File: src/rtl/dpram_fifo_ctrl.sv
// Purpose: synchronous FIFO controller around a 64x8 dual-port RAM (port A write, port B read).
// Latency: 3 cycles push-to-pop; a 2-entry output buffer hides the RAM read latency for 1 word/cycle.
// Backpressure: wr_ready drops when the RAM holds DEPTH words; rd_ready=0 stalls the buffer and read issue.
//
// Ports:
//   clock, reset_n (sync, active-low), flush (sync clear)
//   wr_valid/wr_data/wr_ready  : producer handshake
//   rd_valid/rd_data/rd_ready  : consumer handshake
//   level                      : words held (RAM + in-flight read + output buffer)
//   ram_*                      : connections to the dual-port RAM
module dpram_fifo_ctrl #(
    parameter int DATA_W = 8,
    parameter int ADDR_W = 6
) (
    input  logic              clock,
    input  logic              reset_n,
    input  logic              flush,
    input  logic              wr_valid,
    input  logic [DATA_W-1:0] wr_data,
    output logic              wr_ready,
    output logic              rd_valid,
    output logic [DATA_W-1:0] rd_data,
    input  logic              rd_ready,
    output logic [ADDR_W+1:0] level,
    output logic [DATA_W-1:0] ram_data_a,
    output logic [ADDR_W-1:0] ram_addr_a,
    output logic              ram_we_a,
    output logic [ADDR_W-1:0] ram_addr_b,
    output logic [DATA_W-1:0] ram_data_b,
    output logic              ram_we_b,
    input  logic [DATA_W-1:0] ram_q_b
);

    localparam int DEPTH = 2 ** ADDR_W;
    localparam logic [ADDR_W:0] DEPTH_C = (ADDR_W + 1)'(DEPTH);

    logic [ADDR_W-1:0] wr_ptr;
    logic [ADDR_W-1:0] rd_ptr;
    logic [ADDR_W:0]   ram_cnt;
    logic              fetch_pend;
    logic [DATA_W-1:0] ob_head;
    logic [DATA_W-1:0] ob_tail;
    logic [1:0]        ob_cnt;

    logic              push;
    logic              pop;
    logic              issue;
    logic [2:0]        credit_left;
    logic [1:0]        cap_idx;

    // Handshake outputs are forced low while reset is held so nothing
    // leaks out of uninitialised state during the first reset cycle.
    assign wr_ready = reset_n & (ram_cnt != DEPTH_C);
    assign push     = wr_valid & wr_ready;
    assign rd_valid = reset_n & (ob_cnt != 2'd0);
    assign pop      = rd_valid & rd_ready;
    assign rd_data  = ob_head;

    // Buffer slots already spoken for (held + in flight), less the one
    // freed by this cycle's pop; only issue when a slot remains.
    assign credit_left = 3'(ob_cnt) + 3'(fetch_pend) - 3'(pop);
    assign issue       = (ram_cnt != '0) & (credit_left < 3'd2);

    // Slot the returning RAM word lands in, after any same-cycle pop shift.
    assign cap_idx = ob_cnt - 2'(pop);

    assign ram_we_a   = push;
    assign ram_addr_a = wr_ptr;
    assign ram_data_a = wr_data;
    assign ram_addr_b = rd_ptr;
    assign ram_data_b = '0;
    assign ram_we_b   = 1'b0;

    assign level = reset_n ? ((ADDR_W + 2)'(ram_cnt) + (ADDR_W + 2)'(fetch_pend) + (ADDR_W + 2)'(ob_cnt))
                           : '0;

    always_ff @(posedge clock) begin
        if (!reset_n || flush) begin
            wr_ptr     <= '0;
            rd_ptr     <= '0;
            ram_cnt    <= '0;
            fetch_pend <= 1'b0;
            ob_head    <= '0;
            ob_tail    <= '0;
            ob_cnt     <= '0;
        end else begin
            if (push) begin
                wr_ptr <= wr_ptr + ADDR_W'(1);
            end
            if (issue) begin
                rd_ptr <= rd_ptr + ADDR_W'(1);
            end
            fetch_pend <= issue;
            ram_cnt    <= ram_cnt + (ADDR_W + 1)'(push) - (ADDR_W + 1)'(issue);

            // Pop shifts the tail forward; a capture into slot 0 in the same
            // cycle is written afterwards and therefore takes precedence.
            if (pop) begin
                ob_head <= ob_tail;
            end
            if (fetch_pend) begin
                if (cap_idx == 2'd0) begin
                    ob_head <= ram_q_b;
                end else begin
                    ob_tail <= ram_q_b;
                end
            end
            ob_cnt <= ob_cnt - 2'(pop) + 2'(fetch_pend);
        end
    end

endmodule

File: config.mk
export PLATFORM = sky130hd
export DESIGN_NAME = dpram_fifo_ctrl
export DESIGN_NICKNAME = d
export VERILOG_FILES = /design/src/rtl/dpram_fifo_ctrl.sv
export SDC_FILE = /design/constraint.sdc
export NUM_CORES = 1
export LEC_CHECK = 0
export CAP_MARGIN = 20
export CORE_UTILIZATION = 30
export DETAILED_ROUTE_END_ITERATION = 12
export SYNTH_ARGS = -nofsm -noshare
export SYNTH_HDL_FRONTEND = slang
export SYNTH_SLANG_ARGS = --single-unit
File: constraint.sdc
create_clock -name clock -period 5.4 [get_ports clock]
set_input_delay 1.08 -clock clock [delete_from_list [all_inputs] [get_ports clock]]
set_output_delay 1.08 -clock clock [all_outputs]
set_load 0.005 [all_outputs]
Word level (Yosys, flattened, before mapping)
Index checks and enable logic that the tools add are counted.
{"block": "op_classes", "addsub": 10, "order_cmp": 1, "n_eq_ne": 1, "n_mux": 4, "n_bitwise": 6, "n_reduce_logical": 6}
{"cell": "$mux 8", "n": 4}
{"cell": "$add 6x1->6 const B", "n": 2}
{"cell": "$add 7x1->8", "n": 1}
{"cell": "$add 8x2->8", "n": 1}
{"cell": "$add 7x1->7", "n": 1}
{"cell": "$ne 7x7->1 const B", "n": 1}
{"cell": "$reduce_bool 7->1", "n": 1}
{"cell": "$sub 7x1->7", "n": 1}
{"cell": "$and 1x1->1", "n": 5}
{"cell": "$add 2x1->3", "n": 1}
{"cell": "$lt 3x2->1 const B", "n": 1}
{"cell": "$sub 3x1->3", "n": 1}
{"cell": "$add 2x1->2", "n": 1}
{"cell": "$logic_not 2->1", "n": 1}
{"cell": "$reduce_and 2->1", "n": 1}
{"cell": "$reduce_bool 2->1", "n": 1}
{"cell": "$sub 2x1->2", "n": 1}
{"cell": "$logic_not 1->1", "n": 1}
{"cell": "$logic_or 1x1->1", "n": 1}
{"cell": "$not 1->1", "n": 1}
{"block": "word_totals", "reg_bits": 38, "inputBits": 21, "output_inout_bits": 48, "elab_cells": 35}

Depth between registers and ports, before layout
{"block": "logic_depth", "ltp_word": 7, "mapped_depth": 20, "depth_no_buf": 19}

Least setup slack after synthesis
OpenSTA, ideal clock, no wires.
{"block": "synth_path", "path_kind": "input-to-reg", "start": "input reset_n", "end": "register ram_cnt[6]", "setup_ns": 0.079, "arrival_time_ns": 4.224, "required_ns": 5.321, "setup_slack_ns": 1.097, "cell_stages": 20, "path_buffers": 1, "path_cell_list": "o21a_1 -> nand2_2 -> inv_1 -> ha_1 -> inv_1 -> nand2_1 -> fa_1 -> xnor2_2 -> o211ai_2 -> buf_6 -> inv_1 -> ha_1 -> inv_1 -> ha_1 -> inv_1 -> fa_1 -> nor2b_1 -> o311ai_0 -> nor2b_1 -> o211ai_1"}
{"block": "synth_between", "elab_chain_cells": 6, "elab_cells_between_ends": 11, "classes_between": "add/sub (3); order compare (1); bitwise (5); reduce/logical (2)"}
{"item": "start, declared", "line_no": "16", "text": "input logic reset_n,"}
{"item": "$and 1x1->1", "line_no": "55", "text": "assign rd_valid = reset_n & (ob_cnt != 2'd0);"}
{"item": "$and 1x1->1", "line_no": "56", "text": "assign pop = rd_valid & rd_ready;"}
{"item": "$sub 3x1->3", "line_no": "61", "text": "assign credit_left = 3'(ob_cnt) + 3'(fetch_pend) - 3'(pop);"}
{"item": "$lt 3x2->1", "line_no": "62", "text": "assign issue = (ram_cnt != '0) & (credit_left < 3'd2);"}
{"item": "$and 1x1->1", "line_no": "62"}
{"item": "via issue", "line_no": "47", "text": "logic issue;"}
{"item": "$sub 7x1->7", "line_no": "94", "text": "ram_cnt <= ram_cnt + (ADDR_W + 1)'(push) - (ADDR_W + 1)'(issue);"}
{"item": "end signal, assigned", "line_no": "94"}
{"item": "end, declared", "line_no": "39", "text": "logic [ADDR_W:0] ram_cnt;"}
The timed path passes the listed nets, and every way through them passes these cells.
A chain may end at the register's enable or synchronous reset.

Worst setup path after layout
Same ends and word-level chain as after synthesis.

==> results.md <==
- Number of fillers in the final layout: 755
- Sink Count: 38
- DR iter-0 viols: 75
- WL per Instance: 12.1 um
- Max VDD drop: 152 uV
- Total congestion overflow: 0
- CTS buffer count: 5
- Port buffer count: 43
- DP Area: 2760 um^2
- Clock Latency Late Sink: 290 ps
- Initial Utilization: 0.314
- Required @ worst endpoint: 5620 ps
- TritonCTS clock tree: yes
- RSZ-0062 raised after global routing: no
- Clk slew on worst S/H paths: 80 ps
- Post-CTS sizing: 0
- Sequential cell area fraction in the yosys report: 0.330
- Yosys reg bits: 38
- Post-Synthesis Cells: 254
- Tcrit/Tclk final: 0.897
- Ys Warns: 0
- Synth top area cells: dfxtp_1 33%, ha_1 10%, mux2i_1 7.8%
- Final setup viols: 0
- Clock Skews: 3.34 ps
- Core Box Area: 7330 um^2
- Crit. End Element: flip-flop
- Mean Syn Cell Area: 9.06 um^2
- CTS max path bufs: 2
- Max Freq: 0.206 GHz
- WHS: 496 ps
- Yosys top cell area share: 0.330
- Fin Setup TNS: 0 ps
- Inst Count DP: 382
- First-pass GRT wire length: 7920 um
- Slew Limit Fails: 0
- Root buffer cell: clkbuf_8
- Die ar.: 8030 um^2
- Post-DP HPWL: 3480 um
- Initial antenna violation count: 0
- Max-cap violation count: 0
- Most numerous cell in the Yosys netlist: dfxtp_1
- Layout cells sized above 1: 0.0584
- Asr flop ratio synth: 0
- Post-synth EDFFs: 0
- Min Tclk post-route: 4840 ps
- Reg2Reg Setup Slack: 1290 ps
- Chip height: 89.6 um
- Design area: 2900 um^2
- Worst min path class: reg2reg
- Worst Hold Path Cells: 2
- Synth Flop Type: dfxtp_1
- GPL Wtd Cong: 0.738
- Relative slew slack: 0.607
- Hold Crit Start: ram_addr_b[5]$_SDFFE_PP0P_
- Status: complete, no violations
- # rows: 31
- Final #Nets: 334
- Mapped Area: 2300 um^2
- Post-CTS Hold Buffers: 0
- Final Util: 0.395
- Diode count: 0
- Total GRT Usage: 0.128
- Worst Hold End: ram_addr_b[5]$_SDFFE_PP0P_
- Fin. Hold Viols: 0
- Worst-case reg-to-reg path depth: 19
- Worst-path maximum fanout: 12
- Die extent in x: 89.6 um
- Vias: 1757
- Final cell count without fillers: 390
- H-tree depth: 2
- Largest net degree at the start of global routing: 21
- Final ANT Viol Nets: 0
- Critical R2R Launch: ob_cnt[1]$_SDFF_PP0_
- DRC Markers: 0
- Leakage: 0.00122 uW
- Worst Tran Pin Value: 589 ps
- Area grow syn2layout: 25.9%
- Critical path startpoint category: primary input
- Area leader, netlist: dfxtp_1
- R2r endpoint: ram_cnt[6]$_SDFF_PP0_
- Crit path arrival time: 5060 ps
- Yosys cell types: 44
- First-pass DRT Iterations: 4
- Pwr dens: 414 nW/um^2
- Post-synth top cells: 38 x dfxtp_1, 22 x nor2_1, 21 x inv_1
- Final WL: 4740 um
- Vias per cell: 4.51
- Number of global-route vias before repair: 1674
- Ports: 69
- Setup bufs post-CTS: 0
- WS Path Type: in2reg
[per-layer routing]
layer	wire length [um]	global-route usage	share of wire
met1	2380	0.171	0.50
met5	0	0	0
met3	272	0.0457	0.057
met2	2070	0.198	0.44
met4	13	0.0289	0.0027
[how the worst max path moves through the flow]
stage                 start  depth (start not counted)                    end  slack, ps
global route        reset_n                         20  ram_cnt[6]$_SDFF_PP0_        240
finish              reset_n                         20  ram_cnt[6]$_SDFF_PP0_        560
detailed placement  reset_n                         20  ram_cnt[6]$_SDFF_PP0_        240
CTS                 reset_n                         20  ram_cnt[6]$_SDFF_PP0_        540
global placement    reset_n                         20  ram_cnt[6]$_SDFF_PP0_        390
floorplan           reset_n                         20  ram_cnt[6]$_SDFF_PP0_       1100
[worst max-delay path, stage by stage]
cell and delay, ps:
clkdlybuf4s50_1 500, o21a_1 160, nand2_2 200, inv_1 110, ha_1 240, inv_1 110
nand2_1 80, fa_1 410, xnor2_2 160, o211ai_2 270, inv_1 120, ha_1 230
inv_1 50, ha_1 150, inv_1 60, fa_1 370, nor2b_1 190, o311ai_0 200
nor2b_1 190, o211ai_1 170
[placed cells by master, fill, tap and decap left out, types with 3 or more instances in the layout]
master           instances
nand3_1                  6
clkdlybuf4s50_1         43
o211ai_1                 4
xnor2_1                  7
ha_1                    19
inv_1                   21
mux2i_1                 18
a21oi_1                 13
o21ai_0                 14
nor2b_1                  6
nand3b_1                 3
nor2_1                  22
fa_1                     4
nand2_1                  6
or3_1                    3
dfxtp_1                 38
nand2b_1                 4
xor2_1                   6
and2_1                  10
clkbuf_8                 5
conb_1                   9
[stage by stage]
stage / worst slack (ps) / total power (uW)
2_1_floorplan: 1100 / 779
3_3_place_gp: 392 / 906
3_5_place_dp: 239 / 915
4_1_cts: 539 / 1220
5_1_grt: 240 / 1310
6_report: 556 / 1200
[sequential cells by signal, indices dropped and copies added, names as in the netlist]
signal      flops
rd_data         8
ram_addr_b      6
ram_cnt         7
ram_addr_a      6
ob_cnt          2
fetch_pend      1
ob_tail         8
[power breakdown]
group,switching (uW),leakage (uW),total [uW],internal (uW)
combinational,281,0.000846,541,260
clock,112,0.0000683,297,185
sequential,45.8,0.000308,364,318
total,438,0.00122,1200,763
[cell type report]
| type | instances | area (um^2) | area share |
|---|---|---|---|
| timing repair buffer | 46 | 473 | 0.163 |
| sequential | 38 | 761 | 0.262 |
| inverter | 21 | 78.8 | 0.0272 |
| clock inverter | 3 | 68.8 | 0.0237 |
| clock buffer | 5 | 68.8 | 0.0237 |
| tap | 99 | 124 | 0.0427 |
| multi-input combinational | 178 | 1330 | 0.457 |
[cells by family (layout without fill, tap and decap cells)]
family / Yosys count / in the layout / synth area share
flops: 38 / 38 / 0.330
other cells: 1 / 9 / 0.00163
compound gates: 42 / 42 / 0.113
mux: 18 / 18 / 0.0783
xor+xnor: 14 / 14 / 0.0565
fa+ha+maj: 23 / 23 / 0.138
buf+inv: 46 / 75 / 0.107
simple gates: 72 / 72 / 0.175
Note: power is estimated with default switching activity, not from simulation.
